`src/rtl/div_seq_n.sv`:
```
// Sequential restoring divider, one quotient bit per clock, unsigned or signed.
// Go/done handshake with divide-by-zero and signed-overflow detection.
module div_seq_n #(
  parameter int unsigned WIDTH = 8
) (
  input  logic             clk,
  input  logic             rst,
  input  logic             go,
  input  logic             signed_mode,
  input  logic [WIDTH-1:0] x,
  input  logic [WIDTH-1:0] y,
  output logic [WIDTH-1:0] q,
  output logic [WIDTH-1:0] r,
  output logic             busy,
  output logic             done,
  output logic             error,
  output logic [2:0]       CS
);

  localparam int unsigned CNTW = $clog2(WIDTH + 1);
  localparam logic [WIDTH-1:0] MinVal = {1'b1, {(WIDTH-1){1'b0}}};

  typedef enum logic [2:0] {
    StIdle = 3'd0,
    StLoad = 3'd1,
    StCalc = 3'd2,
    StFix  = 3'd3,
    StDone = 3'd4,
    StErr  = 3'd5
  } state_e;

  state_e           state_q;
  logic [WIDTH-1:0] xa_q, ya_q;
  logic             smode_q;
  logic [WIDTH-1:0] rem_q, quo_q, dvs_q;
  logic [CNTW-1:0]  cnt_q;
  logic             sign_q_q, sign_r_q;

  logic             sx, sy;
  logic [WIDTH-1:0] xa_mag, ya_mag;
  logic [WIDTH:0]   shifted;
  logic             ge;
  logic [WIDTH-1:0] rem_next;

  always_comb begin
    sx      = smode_q & xa_q[WIDTH-1];
    sy      = smode_q & ya_q[WIDTH-1];
    xa_mag  = sx ? -xa_q : xa_q;
    ya_mag  = sy ? -ya_q : ya_q;
    shifted = {rem_q, quo_q[WIDTH-1]};
    ge      = shifted >= {1'b0, dvs_q};
    // The restored remainder is always below |y|, so it fits back into WIDTH bits.
    rem_next = ge ? WIDTH'(shifted - {1'b0, dvs_q}) : shifted[WIDTH-1:0];
  end

  always_ff @(posedge clk or negedge rst) begin
    if (!rst) begin
      state_q  <= StIdle;
      xa_q     <= '0;
      ya_q     <= '0;
      smode_q  <= 1'b0;
      rem_q    <= '0;
      quo_q    <= '0;
      dvs_q    <= '0;
      cnt_q    <= '0;
      sign_q_q <= 1'b0;
      sign_r_q <= 1'b0;
      q        <= '0;
      r        <= '0;
    end else begin
      unique case (state_q)
        StIdle: begin
          if (go) begin
            xa_q    <= x;
            ya_q    <= y;
            smode_q <= signed_mode;
            state_q <= StLoad;
          end
        end
        StLoad: begin
          if (ya_q == '0) begin
            q       <= '1;
            r       <= xa_q;
            state_q <= StErr;
          end else if (smode_q && xa_q == MinVal && ya_q == '1) begin
            q       <= MinVal;
            r       <= '0;
            state_q <= StErr;
          end else begin
            quo_q    <= xa_mag;
            dvs_q    <= ya_mag;
            rem_q    <= '0;
            cnt_q    <= CNTW'(WIDTH);
            sign_q_q <= sx ^ sy;
            sign_r_q <= sx;
            state_q  <= StCalc;
          end
        end
        StCalc: begin
          rem_q <= rem_next;
          quo_q <= {quo_q[WIDTH-2:0], ge};
          cnt_q <= cnt_q - 1'b1;
          if (cnt_q == CNTW'(1)) state_q <= StFix;
        end
        StFix: begin
          q       <= sign_q_q ? -quo_q : quo_q;
          r       <= sign_r_q ? -rem_q : rem_q;
          state_q <= StDone;
        end
        StDone:  state_q <= StIdle;
        StErr:   state_q <= StIdle;
        default: state_q <= StIdle;
      endcase
    end
  end

  always_comb begin
    busy  = state_q != StIdle;
    done  = (state_q == StDone) || (state_q == StErr);
    error = state_q == StErr;
    CS    = state_q;
  end

endmodule

```
`config.mk`:
```
export PLATFORM = sky130hd
export DESIGN_NAME = div_seq_n
export DESIGN_NICKNAME = d
export VERILOG_FILES = /design/src/rtl/div_seq_n.sv
export SDC_FILE = /design/constraint.sdc
export NUM_CORES = 1
export LEC_CHECK = 0
export BUFFER_PORTS_ARGS = -buffer_cell sky130_fd_sc_hd__buf_2
export CORE_MARGIN = 10
export CORE_UTILIZATION = 63
export DETAILED_ROUTE_END_ITERATION = 10
export GPL_TIMING_DRIVEN = 0
export PLACE_DENSITY = 0.95
export SYNTH_ARGS = -nofsm -noshare
export SYNTH_HDL_FRONTEND = slang
export SYNTH_SLANG_ARGS = --single-unit
```
`constraint.sdc`:
```
create_clock -name clk -period 3.37 [get_ports clk]
set_input_delay 0.1685 -clock clk [delete_from_list [all_inputs] [get_ports clk]]
set_output_delay 0.1685 -clock clk [all_outputs]
set_load 0.02 [all_outputs]
```
==> reports/results.ini, run 1 <==
[routing]
wl_per_cell_um=19.2
ant_nets=0
first_iter_violations=262
vias_per_cell=6.41
via_count=3270
drcViolationCount=0
wirelength_mm=9.77
drt-pass1-iter-count=5

[sta]
skew_ns=0.00772
relSlewSlack=0.447
setup_slack_ns=0.896
min_period_ns=2.47
tns_ns=0
hold_viol=0
tightestPinTransition_ns=0.829
setup_viol=0
fmax_mhz=404
fin_hold_ws_ns=0.0175
rsz0062_at_grt=false
finalCritPeriodShare=0.734
drv_slew=0

[global_route]
first_global_vias=3304
grtUsageMet3=0.0710
overflow=0
busiest_layer=met2
grt_max_degree=67
grt_util_met1=0.233
grt_pass1_wl_mm=16.3
met2_usage=0.351
antenna_found_initial=0
gr-usage-all-layers=0.208

[power]
p_leak_nw=1.98
irDropWorstVdd_uv=611
power_frac_comb=0.517
clockPowerShare=0.149
seqPwrFrac=0.334
p_per_area_nw_per_um2=1080
switching_power_mw=2.03
swShare=0.446
p_int_mw=2.53

[final_layout]
final_nets=469
area.growth.synth_to_final_pct=13.6
drive_gt1_frac=0.185
layout_commonest_cell=dfrtp_1
antenna_cells=0
final_cell_mix=66 x dfrtp_1, 46 x buf_2, 43 x nand2_1

[worst_setup_path]
slowest_delay_ns=0.52
r2r_slack_ns=0.90
arrival_ns=2.68
cp_slowest_cell=dfrtp_1
reg2reg_from=rem_q[0]
crit_required_ns=3.58
endpoint_kind=register
timing.rr.end=rem_q[1]
worst-path-max-fanout=10
setup.worst_path.class=reg -> reg
r2r_cells=8
start_kind=register
crit_chain=ha_1, nor2b_1, o21ai_0, nand3b_1, o32ai_1, buf_2, mux2i_1, o22ai_1

[floorplanning]
row_count=27
core_area_um2=5610
boundaryPins=42
die_x_um=96.7
die_y_um=96.7
start_util=0.662
die-area_um2=9360

[clock_tree]
cts_buffer_depth=2
htree_levels=3
ctsHoldBuffers=1
cts_buffers=9
tritoncts=yes
insertion_delay_ns=0.36
root_buffer=clkbuf_8
cts-resized-gates=0
path_clk_slew_ns=0.07
post_cts_buffers=0
cts_sinks=66

[synth]
ys.flop_type=dfrtp_1
synth_edf_count=0
yosysUniqueCellTypes=52
synth_cells=380
synth_area_um2=3710
synth_nets=416
postSynth.asyncResetShare=1.00
ys_ff_latch=66
yosys_warnings=0
ys_seq_area_frac=0.445
synth.avg_cell_area_um2=9.76

[placement]
hpwl_mm=7.04
gp_congestion=0.953
port_buffers=41
post-place-ws_ns=1.01

[min_path]
hp-class=in -> reg
hold-path-endpoint=ya_q[0]
min_from=y[0]
whs_path_depth=3

[flow_run]
cap_viol_max_count=0

[outcome]
status=complete, no violations

## cells by family after synthesis
group / after synthesis / synth area share
flip-flops: 66 / 0.445
AND/OR/NAND/NOR: 117 / 0.152
multiplexers: 22 / 0.0637
adder cells (fa/ha/maj): 16 / 0.0560
XOR/XNOR: 27 / 0.0637
buffers and inverters: 42 / 0.0496
AO/OA/AOI/OAI: 90 / 0.170
## per-stage QoR
stage	area, um^2	total power, mW	utilization	std cells
finish	4220	4.56	0.752	510
global route	4220	4.88	0.752	510
CTS	4220	4.52	0.752	510
detailed placement	4010	3.82	0.715	493
global placement	4010	3.68	0.714	493
floorplan	3710	3.18	-	380
## state kept, by name, indices dropped and copies added, names as in the netlist
signal / flops
quo_q: 8
sign_q_q: 1
cnt_q: 4
CS: 3
dvs_q: 8
rem_q: 8
xa_q: 8
ya_q: 8
r: 8
smode_q: 1
sign_r_q: 1
q: 8
## worst max path at each step
stage | to | from | slack (ns)
5_1_grt | rem_q[3] | rem_q[0] | 0.73
3_5_place_dp | rem_q[1] | rem_q[0] | 1.01
6_report | rem_q[1] | rem_q[0] | 0.90
2_1_floorplan | rem_q[1] | rem_q[0] | 1.27
4_1_cts | rem_q[1] | rem_q[0] | 0.93
3_3_place_gp | rem_q[1] | rem_q[0] | 1.01
## layout make-up
class | count | area (um^2)
Clock inverter | 2 | 35.0
Fill cell | 385 | 1390
Buffer | 19 | 97.6
Sequential cell | 66 | 1650
Inverter | 23 | 86.3
Multi-Input combinational cell | 272 | 1870
Tap cell | 72 | 90.1
Clock buffer | 14 | 163
Timing Repair Buffer | 42 | 218
## Yosys cell counts, types with 3 or more instances
library cell	n	share of area
nand3_1	5	0.0067
mux2i_1	9	0.024
o31ai_1	8	0.016
ha_1	15	0.051
a221o_1	15	0.040
o221ai_1	4	0.0094
nor2_1	29	0.029
a32oi_1	3	0.0071
xor2_1	11	0.026
a21oi_1	15	0.020
dfrtp_1	66	0.45
nand2_1	43	0.044
o21ai_0	20	0.027
nor3_1	10	0.013
buf_2	6	0.0081
xnor2_1	16	0.038
or3_1	6	0.010
nor2b_1	5	0.0084
mux2_2	13	0.039
inv_1	22	0.022
o21ai_1	5	0.0067
and2_1	4	0.0067
clkbuf_1	10	0.010
nand2b_1	3	0.0051
## worst max-delay path, delay by kind of cell (launching register included)
family	cells	cell delay, ns
AOI/OAI and AO/OA	3	0.56
DFF	1	0.52
adders and majority gates	1	0.37
buffers and inverters	1	0.33
and+or+nand+nor	2	0.32
muxes	1	0.23
## power by group through the flow
stage / registers [mW] / clock network [mW] / logic [mW]
CTS: 1.51 / 0.677 / 2.33
global placement: 1.49 / 0 / 2.19
finish: 1.52 / 0.679 / 2.36
detailed placement: 1.52 / 0 / 2.30
global route: 1.57 / 0.718 / 2.60
floorplan: 1.52 / 0 / 1.66
## per-layer routing
layer | vias to the layer above | routed length (um)
met5 | - | 0
met4 | 0 | 349
met3 | 38 | 1020
met2 | 205 | 4860
met1 | 1576 | 3540
li1 | 1451 | -
Power figures use the tool's default switching activity.
==> run 2, diff against run 1 <==
- ABC_AREA: unset -> 1
- CORE_UTILIZATION: 63 -> 59
- PLACE_DENSITY: 0.95 -> 0.92
- clock period: 3.37 -> 2.3 ns (I/O delays scaled with it)
==> run 2 against run 1 <==
  * Combinational power is 68% higher
  * Critical path depth rose by 1
  * Design area is 8.4% higher
  * Register-to-register slack lost 0.63 ns
  * Non-clock buffer count is 1 lower
  * Sequential power rose by 41%
  * Maximum frequency rose by 22%
  * Utilization decreased by 7.5 points
  * Power grew 53%
  * Area after synthesis increased by 9.7%
  * Die area is 13% higher
  * Flip-flop and latch count unchanged
==> reports/results.ini, run 2 <==
[outcome]
status=complete, no violations

[sta]
min_period_ns=2.03
relSlewSlack=0.457
hold_viol=0
fmax_mhz=492
setup_viol=0
setup_slack_ns=0.266
tns_ns=0
tightestPinTransition_ns=0.815
rsz0062_at_grt=false
finalCritPeriodShare=0.884
skew_ns=0.00849
drv_slew=0
fin_hold_ws_ns=0.00642

[synth]
synth_edf_count=0
synth_cells=553
yosysMostFrequentCell=nand2_1
ys_seq_area_frac=0.406
synth.avg_cell_area_um2=7.36
synth_nets=589
ys.flop_type=dfrtp_1
yosys_warnings=0
synth_area_leaders=dfrtp_1 41%, nand2_1 12%, nand3_1 9.8%
postSynth.asyncResetShare=1.00
yosysUniqueCellTypes=37
ys_ff_latch=66
yosysTopAreaCellShare=0.406
yosys-top-cells-count=128 x nand2_1, 80 x nand3_1, 73 x inv_1
yosysTopAreaCell=dfrtp_1
synth_area_um2=4070

[power]
irDropWorstVdd_uv=841
p_per_area_nw_per_um2=1520
p_leak_nw=2.42

[placement]
dp_cells=674
hpwl_mm=7.96
gp_congestion=0.999
post-place-ws_ns=0.331
port_buffers=41

[floorplanning]
die_x_um=103
row_count=30
boundaryPins=42
core_area_um2=6760
die_y_um=103
die-area_um2=10600
start_util=0.602

[worst_setup_path]
arrival_ns=2.26
crit_chain=ha_1, nand2_1, nor2_1, inv_1, nor2_1, nor2_2, nand2_2, nand3_1, nand3_1
critPathTopFamily=simple AND/OR/NAND/NOR gates
setup.worst_path.class=reg -> reg
cp_num_buf_inv=1
start_kind=register
reg2reg_from=rem_q[4]
crit_required_ns=2.53
crit_start=rem_q[4]
endpoint_kind=register
worst-path-max-fanout=9
cp_slowest_cell=dfrtp_1
slowest_delay_ns=0.47

[global_route]
first_global_vias=3929
antenna_found_initial=0
overflow=0
gr-usage-all-layers=0.209
grt_pass1_wl_mm=17.8
grt_max_degree=67

[routing]
vias_per_cell=5.75
ant_nets=0
first_iter_violations=343
drt-pass1-iter-count=5
via_count=3977
wirelength_mm=10.6
drcViolationCount=0
wl_per_cell_um=15.3

[final_layout]
final_cell_mix=128 x nand2_1, 80 x nand3_1, 73 x inv_1
area.growth.synth_to_final_pct=12.3
final_util=0.676
layout_commonest_cell=nand2_1
drive_gt1_frac=0.137
layout.cells.non_filler=692
antenna_cells=0
final_nets=643

[flow_run]
cap_viol_max_count=0

[min_path]
hp-class=in -> reg
min_from=x[0]

[clock_tree]
insertion_delay_ns=0.35
cts_buffers=9
path_clk_slew_ns=0.08
cts_sinks=66
root_buffer=clkbuf_8
htree_levels=3
cts_buffer_depth=2
tritoncts=yes

[run 2: cell types whose count changed in the layout (fill, tap and decap cells not counted), sizes merged, moves of 12 or more]
| cell | delta |
|---|---|
| nand2 | +88 |
| nand3 | +79 |
| inv | +52 |
| nor2 | +32 |
| a221o | -15 |
| xnor2 | -15 |
| nand4 | +12 |
[run 2: tightest hold or removal path, stage by stage]
cell     delay [ns]
buf_2          0.08
nor2_1         0.03
a21oi_1        0.09
[run 2: routing by layer]
metal	share of wire	vias to the layer above	track usage	wire length [um]
met2	0.49	192	0.349	5130
met3	0.081	23	0.0529	852
met5	0	-	0	0
met4	0.019	0	0.0770	206
li1	-	1916	-	-
met1	0.41	1846	0.255	4380
[run 2: path summary, 6_finish.rpt]
kind                            end  slack [ns]  cells past startpoint
max                        rem_q[1]        0.27                      9
min                         xa_q[0]       0.006                      3
max reg2reg                rem_q[1]        0.27                      9
min reg2reg                dvs_q[4]        0.50                      2
max in group asynchronous  cnt_q[0]        1.36                      2
min in group asynchronous      q[0]        0.40                      2
[run 2: area by class of cell]
type                            instances  area (um^2)
Timing Repair Buffer                   43          228
Buffer                                 17          105
Multi-Input combinational cell        394         2030
Clock inverter                          6         43.8
Fill cell                             552         2190
Sequential cell                        66         1650
Inverter                               76          285
Clock buffer                           10          128
Tap cell                               80          100
[run 2: stage by stage]
stage | power (mW) | instance area (um^2)
2_1_floorplan | 4.98 | 4070
3_3_place_gp | 5.82 | 4380
3_5_place_dp | 6.02 | 4380
4_1_cts | 6.91 | 4560
5_1_grt | 7.60 | 4570
6_report | 6.97 | 4570
[run 2: logic make-up (layout without fill, tap and decap cells)]
logic type | count (synthesis) | count (layout) | share of synthesized area
mux | 2 | 2 | 0.00553
flops | 66 | 66 | 0.406
xor+xnor | 9 | 9 | 0.0194
fa+ha+maj | 16 | 16 | 0.0510
buf+inv | 93 | 152 | 0.0959
compound gates | 70 | 70 | 0.0950
simple gates | 297 | 297 | 0.327
[run 2: report_power, final]
| group | total, mW | switching, mW | internal [mW] |
|---|---|---|---|
| Combinational | 3.96 | 2.61 | 1.35 |
| Clock | 0.862 | 0.470 | 0.392 |
| Sequential | 2.15 | 0.463 | 1.69 |
[run 2: repair_timing]
item,4_1_cts,5_1_grt
gates resized for setup,0,0
buffers inserted,0,0
hold buffers,1,1
endpoints found under the hold margin,1,66
==> run 3, diff against run 2 <==
- BUFFER_PORTS_ARGS: -buffer_cell sky130_fd_sc_hd__buf_2 -> unset
- CORE_UTILIZATION: 59 -> 64
- DONT_BUFFER_PORTS: unset -> 1
- RECOVER_POWER: unset -> 50
- clock period: 2.3 -> 2.1 ns (I/O delays scaled with it)
==> run 3 against run 2 <==
  * The flow now finishes with violations (max-capacitance violations, max-slew violations)
  * Critical endpoint is now q[1]
  * Maximum frequency rose by 2.8%
  * Non-clock buffer count is 24 lower
  * Global-route usage is 2.2 points higher
  * Utilization is 8.6 points higher
  * Register-to-register slack got worse by 0.14 ns
  * First-iteration DRC count is 28% higher
  * Largest cell class unchanged
==> reports/results.ini, run 3 (synthesized netlist as in run 2, its figures left out) <==
[outcome]
status=complete, but fails checks
violations=max-capacitance violations, max-slew violations

[sta]
tightestPinTransition_ns=1.60
fin_hold_ws_ns=0.0838
skew_ns=0.0119
setup_viol=0
relSlewSlack=-0.0652
drv_slew=67
fmax_mhz=506
hold_viol=0
min_period_ns=1.98
tns_ns=0
setup_slack_ns=0.122
finalCritPeriodShare=0.942

[global_route]
grt_pass1_wl_mm=18.9
grt_max_degree=67
first_global_vias=3930
overflow=0
antenna_found_initial=0
gr-usage-all-layers=0.232

[routing]
wirelength_mm=11.8
first_iter_violations=439
via_count=3993
ant_nets=0
drcViolationCount=0
wl_per_cell_um=17.8
vias_per_cell=6.02
drt-pass1-iter-count=7

[worst_setup_path]
r2r_cells=10
cp_num_buf_inv=2
arrival_ns=2.22
endpoint_kind=register
critPathTopFamily=simple AND/OR/NAND/NOR gates
setup.worst_path.class=reg -> reg
crit_required_ns=2.34
crit_chain=inv_1, ha_1, nand3_2, nor2_2, nand3_1, nand2_1, nand2_2, buf_6, nand3_1, nand2_1
reg2reg_from=xa_q[1]
slowest_delay_ns=0.36
r2r_slack_ns=0.12
timing.rr.end=q[1]
start_kind=register
worst-path-max-fanout=10
cp_slowest_cell=dfrtp_1

[min_path]
whs_path_depth=2
hold-path-endpoint=CS[0]
min_from=go
hp-class=in -> reg

[floorplanning]
boundaryPins=42
core_area_um2=6060
die_y_um=99.7
die_x_um=99.7
row_count=28
die-area_um2=9950
start_util=0.672

[power]
switching_power_mw=4.05
power_frac_comb=0.510
swShare=0.500
irDropWorstVdd_uv=1110
p_per_area_nw_per_um2=1750
p_int_mw=4.04
clockPowerShare=0.168
seqPwrFrac=0.322
p_leak_nw=2.34

[placement]
gp_congestion=1.01
port_buffers=0
hpwl_mm=7.84
post-place-ws_ns=0.120

[final_layout]
layout_commonest_cell=nand2_1
final_cell_mix=128 x nand2_1, 79 x nand3_1, 73 x inv_1
final_nets=619
drive_gt1_frac=0.0833
antenna_cells=0
area.growth.synth_to_final_pct=13.6

[clock_tree]
root_buffer=clkbuf_8
tritoncts=yes
insertion_delay_ns=0.36
cts_sinks=66
cts_buffer_depth=2
path_clk_slew_ns=0.08
cts_buffers=9
htree_levels=3

[flow_run]
cap_viol_max_count=1

## run 3: cell types whose count changed in the layout (fill, tap and decap cells not counted), sizes merged
cell / change
buf: -41
dlygate4sd3: +16
clkinv: -4
bufinv: +3
inv: +2
## run 3: routing by layer
metal  vias to the layer above  part of all wire  global-route usage  routed length [um]
met5                         -                 0                   0                   0
met4                         0             0.028               0.119                 326
met3                        44             0.099              0.0602                1170
met2                       250              0.49               0.373                5770
met1                      1843              0.38               0.278                4540
li1                       1856                 -                   -                   -
## run 3: worst max-delay path by stage
stage | start | end | slack (ns) | depth (start not counted)
after floorplan | rem_q[5] | rem_q[7] | 0.44 | 9
after global placement | rem_q[4] | quo_q[0] | 0.14 | 9
after detailed placement | rem_q[4] | quo_q[0] | 0.12 | 9
after CTS | xa_q[1] | q[1] | 0.06 | 10
after global routing | xa_q[0] | r[1] | -0.009 | 10
final | xa_q[1] | q[1] | 0.12 | 10
## run 3: timing repair
| action | 4_1_cts | 5_1_grt |
|---|---|---|
| hold buffers | 19 | 0 |
| endpoints found under the setup margin | 0 | 18 |
| endpoints found under the hold margin | 83 | 0 |
| gates resized for setup | 0 | 6 |
| setup buffers | 0 | 0 |
## run 3: metrics by stage
stage / util / std cells / cell area [um^2] / power, mW
floorplan: - / 553 / 4070 / 5.45
global placement: 0.687 / 628 / 4160 / 6.20
detailed placement: 0.687 / 628 / 4160 / 6.43
CTS: 0.762 / 663 / 4620 / 7.86
global route: 0.763 / 663 / 4620 / 8.71
finish: 0.763 / 663 / 4620 / 8.09
## run 3: final cells by class
cell class,count,area (um^2)
Inverter,76,289
Clock buffer,9,124
Sequential cell,66,1650
Multi-Input combinational cell,394,2050
Timing Repair Buffer,19,185
Fill cell,419,1440
Buffer,17,105
Clock inverter,7,125
Tap cell,75,93.8
## run 3: power groups by stage
stage	sequential (mW)	combinational, mW	clock (mW)
detailed placement	2.59	3.84	0
CTS	2.57	3.95	1.34
global route	2.67	4.63	1.41
finish	2.61	4.12	1.36
floorplan	2.41	3.04	0
global placement	2.55	3.65	0
